--- src/rtl/alu_arb_ctrl.sv ---
// Two-requester round-robin arbiter sequencing one shared 8-bit ALU behind a single response channel.
// Optional build macro ALU_ARB_OPCHK_EN rejects opcodes 110/111 with rsp_err instead of executing them.
module alu_arb_ctrl (
  input  logic        clk,
  input  logic        rst_n,
  input  logic        req0_valid,
  input  logic        req1_valid,
  output logic        req0_ready,
  output logic        req1_ready,
  input  logic [7:0]  req0_a,
  input  logic [7:0]  req0_b,
  input  logic [7:0]  req1_a,
  input  logic [7:0]  req1_b,
  input  logic [2:0]  req0_op,
  input  logic [2:0]  req1_op,
  output logic        rsp_valid,
  input  logic        rsp_ready,
  output logic        rsp_src,
  output logic [7:0]  rsp_result,
  output logic        rsp_zero,
  output logic        rsp_ovf,
  output logic        rsp_err,
  output logic [15:0] op_count
);

  typedef enum logic [1:0] {
    IDLE = 2'd0,
    EXEC = 2'd1,
    RESP = 2'd2
  } state_t;

  function automatic logic [7:0] alu_f(input logic [7:0] a, input logic [7:0] b,
                                       input logic [2:0] op);
    logic [15:0] prod;
    prod = 16'(a) * 16'(b);
    case (op)
      3'b000:  alu_f = a + b;
      3'b001:  alu_f = a - b;
      3'b010:  alu_f = a & b;
      3'b011:  alu_f = a | b;
      3'b100:  alu_f = prod[7:0];
      3'b101:  alu_f = a ^ b;
      default: alu_f = 8'h00;
    endcase
  endfunction

  // Signed-add style overflow, evaluated for every opcode on the 8-bit result.
  function automatic logic ovf_f(input logic [7:0] a, input logic [7:0] b, input logic [7:0] r);
    ovf_f = (a[7] & b[7] & ~r[7]) | (~a[7] & ~b[7] & r[7]);
  endfunction

  state_t      state_q;
  logic        last_grant_q;
  logic [7:0]  a_q;
  logic [7:0]  b_q;
  logic [2:0]  op_q;
  logic        src_q;
  logic        rsp_valid_q;
  logic        rsp_src_q;
  logic [7:0]  rsp_result_q;
  logic        rsp_zero_q;
  logic        rsp_ovf_q;
  logic [15:0] op_count_q;

  logic        grant_sel_d;
  logic        accept_d;
  logic [7:0]  sel_a_d;
  logic [7:0]  sel_b_d;
  logic [2:0]  sel_op_d;
  logic [7:0]  raw_res_d;
  logic [7:0]  exe_res_d;
  logic        exe_zero_d;
  logic        exe_ovf_d;

`ifdef ALU_ARB_OPCHK_EN
  logic        err_q;
  logic        rsp_err_q;
`endif

  // Round-robin pick: on a tie the requester that did not win last time is granted.
  always_comb begin
    grant_sel_d = 1'b0;
    if (req0_valid && req1_valid) begin
      grant_sel_d = ~last_grant_q;
    end else if (req1_valid) begin
      grant_sel_d = 1'b1;
    end else begin
      grant_sel_d = 1'b0;
    end
    accept_d = (state_q == IDLE) && (req0_valid || req1_valid);
    sel_a_d  = grant_sel_d ? req1_a  : req0_a;
    sel_b_d  = grant_sel_d ? req1_b  : req0_b;
    sel_op_d = grant_sel_d ? req1_op : req0_op;
  end

  assign req0_ready = accept_d && !grant_sel_d;
  assign req1_ready = accept_d &&  grant_sel_d;

  // ALU evaluation on latched operands; illegal ops are masked to an all-zero response.
  always_comb begin
    raw_res_d  = alu_f(a_q, b_q, op_q);
    exe_res_d  = raw_res_d;
    exe_zero_d = (raw_res_d == 8'h00);
    exe_ovf_d  = ovf_f(a_q, b_q, raw_res_d);
`ifdef ALU_ARB_OPCHK_EN
    if (err_q) begin
      exe_res_d  = 8'h00;
      exe_zero_d = 1'b0;
      exe_ovf_d  = 1'b0;
    end else begin
      exe_res_d  = raw_res_d;
      exe_zero_d = (raw_res_d == 8'h00);
      exe_ovf_d  = ovf_f(a_q, b_q, raw_res_d);
    end
`endif
  end

  // Sequencer FSM with operand latches and registered response outputs.
  always_ff @(posedge clk or negedge rst_n) begin
    if (!rst_n) begin
      state_q      <= IDLE;
      last_grant_q <= 1'b1;
      a_q          <= 8'h00;
      b_q          <= 8'h00;
      op_q         <= 3'b000;
      src_q        <= 1'b0;
      rsp_valid_q  <= 1'b0;
      rsp_src_q    <= 1'b0;
      rsp_result_q <= 8'h00;
      rsp_zero_q   <= 1'b0;
      rsp_ovf_q    <= 1'b0;
      op_count_q   <= 16'h0000;
`ifdef ALU_ARB_OPCHK_EN
      err_q        <= 1'b0;
      rsp_err_q    <= 1'b0;
`endif
    end else begin
      case (state_q)
        IDLE: begin
          if (accept_d) begin
            a_q          <= sel_a_d;
            b_q          <= sel_b_d;
            op_q         <= sel_op_d;
            src_q        <= grant_sel_d;
            last_grant_q <= grant_sel_d;
`ifdef ALU_ARB_OPCHK_EN
            err_q        <= sel_op_d[2] & sel_op_d[1];
`endif
            state_q      <= EXEC;
          end else begin
            state_q      <= IDLE;
          end
        end
        EXEC: begin
          rsp_valid_q  <= 1'b1;
          rsp_src_q    <= src_q;
          rsp_result_q <= exe_res_d;
          rsp_zero_q   <= exe_zero_d;
          rsp_ovf_q    <= exe_ovf_d;
`ifdef ALU_ARB_OPCHK_EN
          rsp_err_q    <= err_q;
`endif
          state_q      <= RESP;
        end
        RESP: begin
          if (rsp_ready) begin
            rsp_valid_q <= 1'b0;
            op_count_q  <= op_count_q + 16'd1;
            state_q     <= IDLE;
          end else begin
            state_q     <= RESP;
          end
        end
        default: begin
          rsp_valid_q <= 1'b0;
          state_q     <= IDLE;
        end
      endcase
    end
  end

  assign rsp_valid  = rsp_valid_q;
  assign rsp_src    = rsp_src_q;
  assign rsp_result = rsp_result_q;
  assign rsp_zero   = rsp_zero_q;
  assign rsp_ovf    = rsp_ovf_q;
  assign op_count   = op_count_q;
`ifdef ALU_ARB_OPCHK_EN
  assign rsp_err    = rsp_err_q;
`else
  assign rsp_err    = 1'b0;
`endif

endmodule

--- config.mk ---
export PLATFORM = sky130hd
export DESIGN_NAME = alu_arb_ctrl
export DESIGN_NICKNAME = d
export VERILOG_FILES = /design/src/rtl/alu_arb_ctrl.sv
export SDC_FILE = /design/constraint.sdc
export NUM_CORES = 1
export LEC_CHECK = 0
export ABC_AREA = 1
export CAP_MARGIN = 25
export CORE_MARGIN = 2
export CORE_UTILIZATION = 65
export DETAILED_ROUTE_END_ITERATION = 16
export DONT_BUFFER_PORTS = 1
export GPL_TIMING_DRIVEN = 0
export PLACE_DENSITY = 0.86
export SYNTH_ARGS = -nofsm -noshare
export SYNTH_HDL_FRONTEND = slang
export SYNTH_SLANG_ARGS = --single-unit
--- constraint.sdc ---
create_clock -name clk -period 7.3 [get_ports clk]
set_input_delay 0.365 -clock clk [delete_from_list [all_inputs] [get_ports clk]]
set_output_delay 0.365 -clock clk [all_outputs]
set_load 0.1 [all_outputs]
# Yosys cells after proc, flatten, opt, wreduce, memory -nomap -nowiden
# Cells that the tools add are included.
totals:
  wordCells: 60
  out_inout_bits: 31
  input_bits: 43
  reg_bits: 51
classes:
  mux: 11
  n_bitwise: 13
  reduce_logical: 12
  n_mul: 1
  addsub: 3
  eq_ne: 8
op_table:
  columns: ["operator", "n"]
  rows:
  - ["8-bit case mux with 6 select lines", 1]
  - ["16-bit by 1-bit adder with 16-bit output (second input constant)", 1]
  - ["8-bit two-way mux", 2]
  - ["8-bit adder", 1]
  - ["8-bit AND", 1]
  - ["8-bit zero test", 1]
  - ["8-bit by 8-bit multiplier with 8-bit output", 1]
  - ["8-bit OR", 1]
  - ["8-bit subtractor", 1]
  - ["8-bit XOR", 1]
  - ["3-bit by 2-bit equality test with 1-bit output (second input constant)", 2]
  - ["3-bit equality test (second input constant)", 2]
  - ["2-bit case mux with 3 select lines", 1]
  - ["2-bit AND reduction", 3]
  - ["1-bit inverter", 5]
  - ["1-bit AND", 4]
  - ["1-bit logical AND", 4]
  - ["1-bit two-way mux", 4]
  - ["3-bit by 1-bit equality test with 1-bit output (second input constant)", 1]
  - ["3-bit zero test", 1]
  - ["3-bit two-way mux", 1]
  - ["1-bit case mux with 3 select lines", 1]
  - ["2-bit by 1-bit equality test with 1-bit output (second input constant)", 1]
  - ["2-bit equality test (second input constant)", 1]
  - ["other kinds (6)", 6]

# Depth between registers and ports, before layout
depth:
  ltp_word: 5
  ltp_mapped: 25
  ltp_nobuf: 25

# Least setup slack after synthesis
# Ideal clock, no wire load.
synth_timing:
  kind: "register -> register"
  from: "register a_q[1]"
  to: "register rsp_ovf_q (netlist: rsp_ovf)"
  slack_ns: 3.579
  required_time_ns: 7.180
  t_arrival_ns: 3.601
  stages_incl_launch_ff: 19
  n_path_buf: 0
  cell_sequence: "dfrtp_1 > nand2_1 > fa_1 > fa_1 > inv_1 > fa_1 > inv_1 > fa_1 > inv_1 > ha_1 > o21ai_0 > and2_1 > inv_1 > nand3_1 > nand3_2 > nand2_1 > nand2_1 > nand3_1 > nand2_1"
synth_between:
  elab_chain_cells: 5
  elab_cells_between_ends: 8
synth_rtl:
  columns: ["item", "line_no", "source"]
  rows:
  - ["start: declaration", "54", "logic [7:0] a_q;"]
  - ["start signal: assignment", "141", "a_q <= sel_a_d;"]
  - ["8-bit by 8-bit multiplier with 8-bit output, or another cell as far along", "35", "prod = 16'(a) * 16'(b);"]
  - ["8-bit case mux with 6 select lines (*)", "36", "case (op)"]
  - ["1-bit inverter", "49", "ovf_f = (a[7] & b[7] & ~r[7]) | (~a[7] & ~b[7] & r[7]);"]
  - ["1-bit AND", "49", null]
  - ["1-bit OR (*)", "49", null]
  - ["end signal: assignment", "159", "rsp_ovf_q <= exe_ovf_d;"]
  - ["end: declaration", "62", "logic rsp_ovf_q;"]
# Every way passes the cells marked *; elsewhere a longest branch is shown, timed or not.
# A chain may end at the register's enable or synchronous reset.

# Worst setup path in the final report
layout_timing:
  from: "register a_q[1]"
  to: "register rsp_zero_q (netlist: rsp_zero)"
layout_between:
  elab_chain_cells: 3
  elab_cells_between_ends: 8
layout_rtl:
  columns: ["item", "line_no", "source"]
  rows:
  - ["8-bit by 8-bit multiplier with 8-bit output, or another cell as far along", "35", null]
  - ["8-bit case mux with 6 select lines (*)", "36", null]
  - ["8-bit zero test (*)", "103", "exe_zero_d = (raw_res_d == 8'h00);"]
  - ["end signal: assignment", "158", "rsp_zero_q <= exe_zero_d;"]
  - ["end: declaration", "61", "logic rsp_zero_q;"]
# Marks and branches as above.

==> results.cfg <==
[timing]
tightestPinTransition_ps = 1027
setup_tns_ps = 0
final.min_clock_period_ps = 4178
timing.slew.headroom = 0.3150
hold_violations = 0
drv_slew = 0
fin_skew_ps = 14.54
rsz0062_at_grt = no
min_period_over_period = 0.5723
fmax_mhz = 239.4
finalSetupViolations = 0

[clock_tree]
cts_resized = 0
cts_setup_buffers = 0
cts_inserted_buffers = 5
insertion_delay_ps = 320
clockBufferDepth = 2
cts_tree = built
htreeDepth = 2
clk_pin_slew_ps = 110
clockRootBuffer = clkbuf_8
cts_sinks = 51

[die]
die_h_um = 84.96
initial_core_util = 0.6709
dieArea_um2 = 7218
core_um2 = 6350
die_x_um = 84.96
rows = 29
pin_count = 74

[route]
drt_wl_total_mm = 10.32
via_per_inst = 5.665
wl_per_cell_um = 16.00
dr.pass1.iters = 5
route.detailed.drc = 0
ant_nets = 0
num_vias = 3654
drtIter0Drc = 358

[cells_and_area]
area_delta_synth_final_pct = 5.463
fin_util = 0.7076
fin_area_um2 = 4493
num_antenna_cells = 0
drive_gt1_frac = 0.08803
finalNonFillerCells = 645
nFillCells = 494
final_nets = 664

[placed_design]
placed_cell_area_um2 = 4359
gp_congestion = 0.9190
dpl.hpwl_mm = 7.861
numPlacedInstances = 635
portBuffers = 0

[worst_hold_path]
min_path_cells = 2
hold_end = b_q[6]
hold_path_class = primary input to flop
hp-start = req0_b[6]

[setup_path]
critPathMostFrequentCell = fa_1
critical-path-top-delay-family = adder cells
critPathLaunchType = flop
critical_path_required_ps = 7570
startpoint = a_q[1]
worst-path-max-fanout = 9
r2r_start = a_q[1]
crit_type = flop to flop
worstReg2RegEnd = rsp_zero
crit_slowest_cell = dfrtp_1
crit_arrival_ps = 4450
reg2reg_depth = 17
cp_num_buf_inv = 4
reg2reg_slack_ps = 3120
cp_cell_sequence = nand2_1 -> fa_1 -> fa_1 -> inv_1 -> fa_1 -> inv_1 -> fa_1 -> inv_1 -> ha_1 -> o21ai_1 -> nand3_1 -> o21bai_1 -> inv_2 -> nand3_1 -> nor2_1 -> nand3_1 -> nand2_1
cpPeakStageDelay_ps = 620
end_kind = flop

[grt]
grt_max_degree = 52
grt_overflow = 0
grt_pass1_vias = 3574
grt_use_total = 0.3006
grt_first_pass_wirelength_mm = 16.91
antenna_found_initial = 0

[synthesis]
synth.top_cells.by_count = nand2_1, inv_1, dfrtp_1, ha_1, nand3_1
ys_types = 43
syn-cell-area_um2 = 4260
synth.most_common_cell = nand2_1
synth-main-ff-cell = dfrtp_1
synth_top_cell_by_area = dfrtp_1
ys_warn_count = 0
syn-num-nets = 655
yosys-top-cells-area = dfrtp_1, nand2_1, ha_1, inv_1, fa_1
ys_seq_elements = 51
synth_edf_count = 0
syn_area_per_cell_um2 = 7.635
synth_top_area_share = 0.2937
syn_inst = 558
synth_async_sr_flop_share = 1.000
ys_seq_area_frac = 0.2999

[run_status]
outcome = finished clean

[job]
maxCapViolations = 0
-- through the flow --
stage | worst slack (ps) | hold WS [ps]
6_report | 3122 | 168.8
5_1_grt | 2862 | 173.1
4_1_cts | 3167 | 175.0
3_5_place_dp | 3189 | 70.21
3_3_place_gp | 3224 | 70.28
2_1_floorplan | 3579 | 69.41
-- registers in the layout, summed over array words and instances (netlist names) --
| name | count |
|---|---|
| b_q | 8 |
| rsp_src | 1 |
| src_q | 1 |
| rsp_zero | 1 |
| op_count | 16 |
| state_q | 2 |
| a_q | 8 |
| rsp_ovf | 1 |
| op_q | 3 |
| last_grant_q | 1 |
| rsp_valid | 1 |
| rsp_result | 8 |
-- cell families (layout without fill, tap and decap cells) --
| logic type | after synthesis | in the layout | share of synthesized area |
|---|---|---|---|
| other | 1 | 1 | 0.0008802 |
| AND/OR/NAND/NOR | 241 | 241 | 0.2546 |
| buffers and inverters | 123 | 133 | 0.1134 |
| adder cells (fa/ha/maj) | 54 | 54 | 0.1815 |
| AO/OA/AOI/OAI | 62 | 62 | 0.09574 |
| multiplexers | 1 | 1 | 0.002643 |
| XOR/XNOR | 25 | 25 | 0.05140 |
| flip-flops | 51 | 51 | 0.2999 |
-- routing by layer --
metal,part of all wire,vias up,GRT usage
met4,0.032,0,0.1082
met5,0,-,0
met2,0.48,182,0.4936
met3,0.10,28,0.06031
li1,-,1758,-
met1,0.39,1686,0.3978
-- final cells by class --
type | count | area [µm²] | area share
well taps | 77 | 96.34 | 0.02144
multi-input cells | 384 | 2500 | 0.5564
clock inverters | 3 | 27.53 | 0.006126
inverters | 110 | 412.9 | 0.09190
flip-flops and latches | 51 | 1277 | 0.2843
repair buffers | 2 | 37.54 | 0.008354
plain buffers | 13 | 72.57 | 0.01615
clock buffers | 5 | 68.82 | 0.01532
-- cell usage in the layout, fill, tap and decap left out, types with 3 or more instances in the layout --
cell and n:
clkbuf_8 5, fa_1 13, nand3_2 6, nor2_2 3, buf_4 3, o21ai_1 3
nor2_1 21, nor3_1 6, xor2_1 14, a21oi_1 12, o21ai_0 13, ha_1 41
nand2_1 162, a21oi_2 3, o211ai_1 19, inv_1 102, inv_2 8, clkbuf_1 5
dfrtp_1 50, xnor2_1 11, a31oi_1 3, nand3_1 28
-- worst reg2reg max path: stages, from the launching register on --
cell	delay, ps
dfrtp_1	620
nand2_1	150
fa_1	470
fa_1	550
inv_1	50
fa_1	470
inv_1	50
fa_1	530
inv_1	50
ha_1	330
o21ai_1	190
nand3_1	90
o21bai_1	180
inv_2	70
nand3_1	60
nor2_1	110
nand3_1	80
nand2_1	60
-- worst max-delay path by stage --
stage | to | slack (ps) | cells past startpoint
2_1_floorplan | rsp_ovf | 3580 | 18
3_3_place_gp | rsp_ovf | 3220 | 18
3_5_place_dp | rsp_zero | 3190 | 17
4_1_cts | rsp_zero | 3170 | 17
5_1_grt | rsp_zero | 2860 | 20
6_report | rsp_zero | 3120 | 17
-- repair_timing --
| action | in CTS | in global routing |
|---|---|---|
| setup endpoints to repair | 0 | 0 |
| hold buffers | 2 | 0 |
| hold endpoints to repair | 51 | 0 |
Power is left out: the tool's default activity adds up to more than one toggle a clock period on the data nets, which glitch-free logic cannot reach.
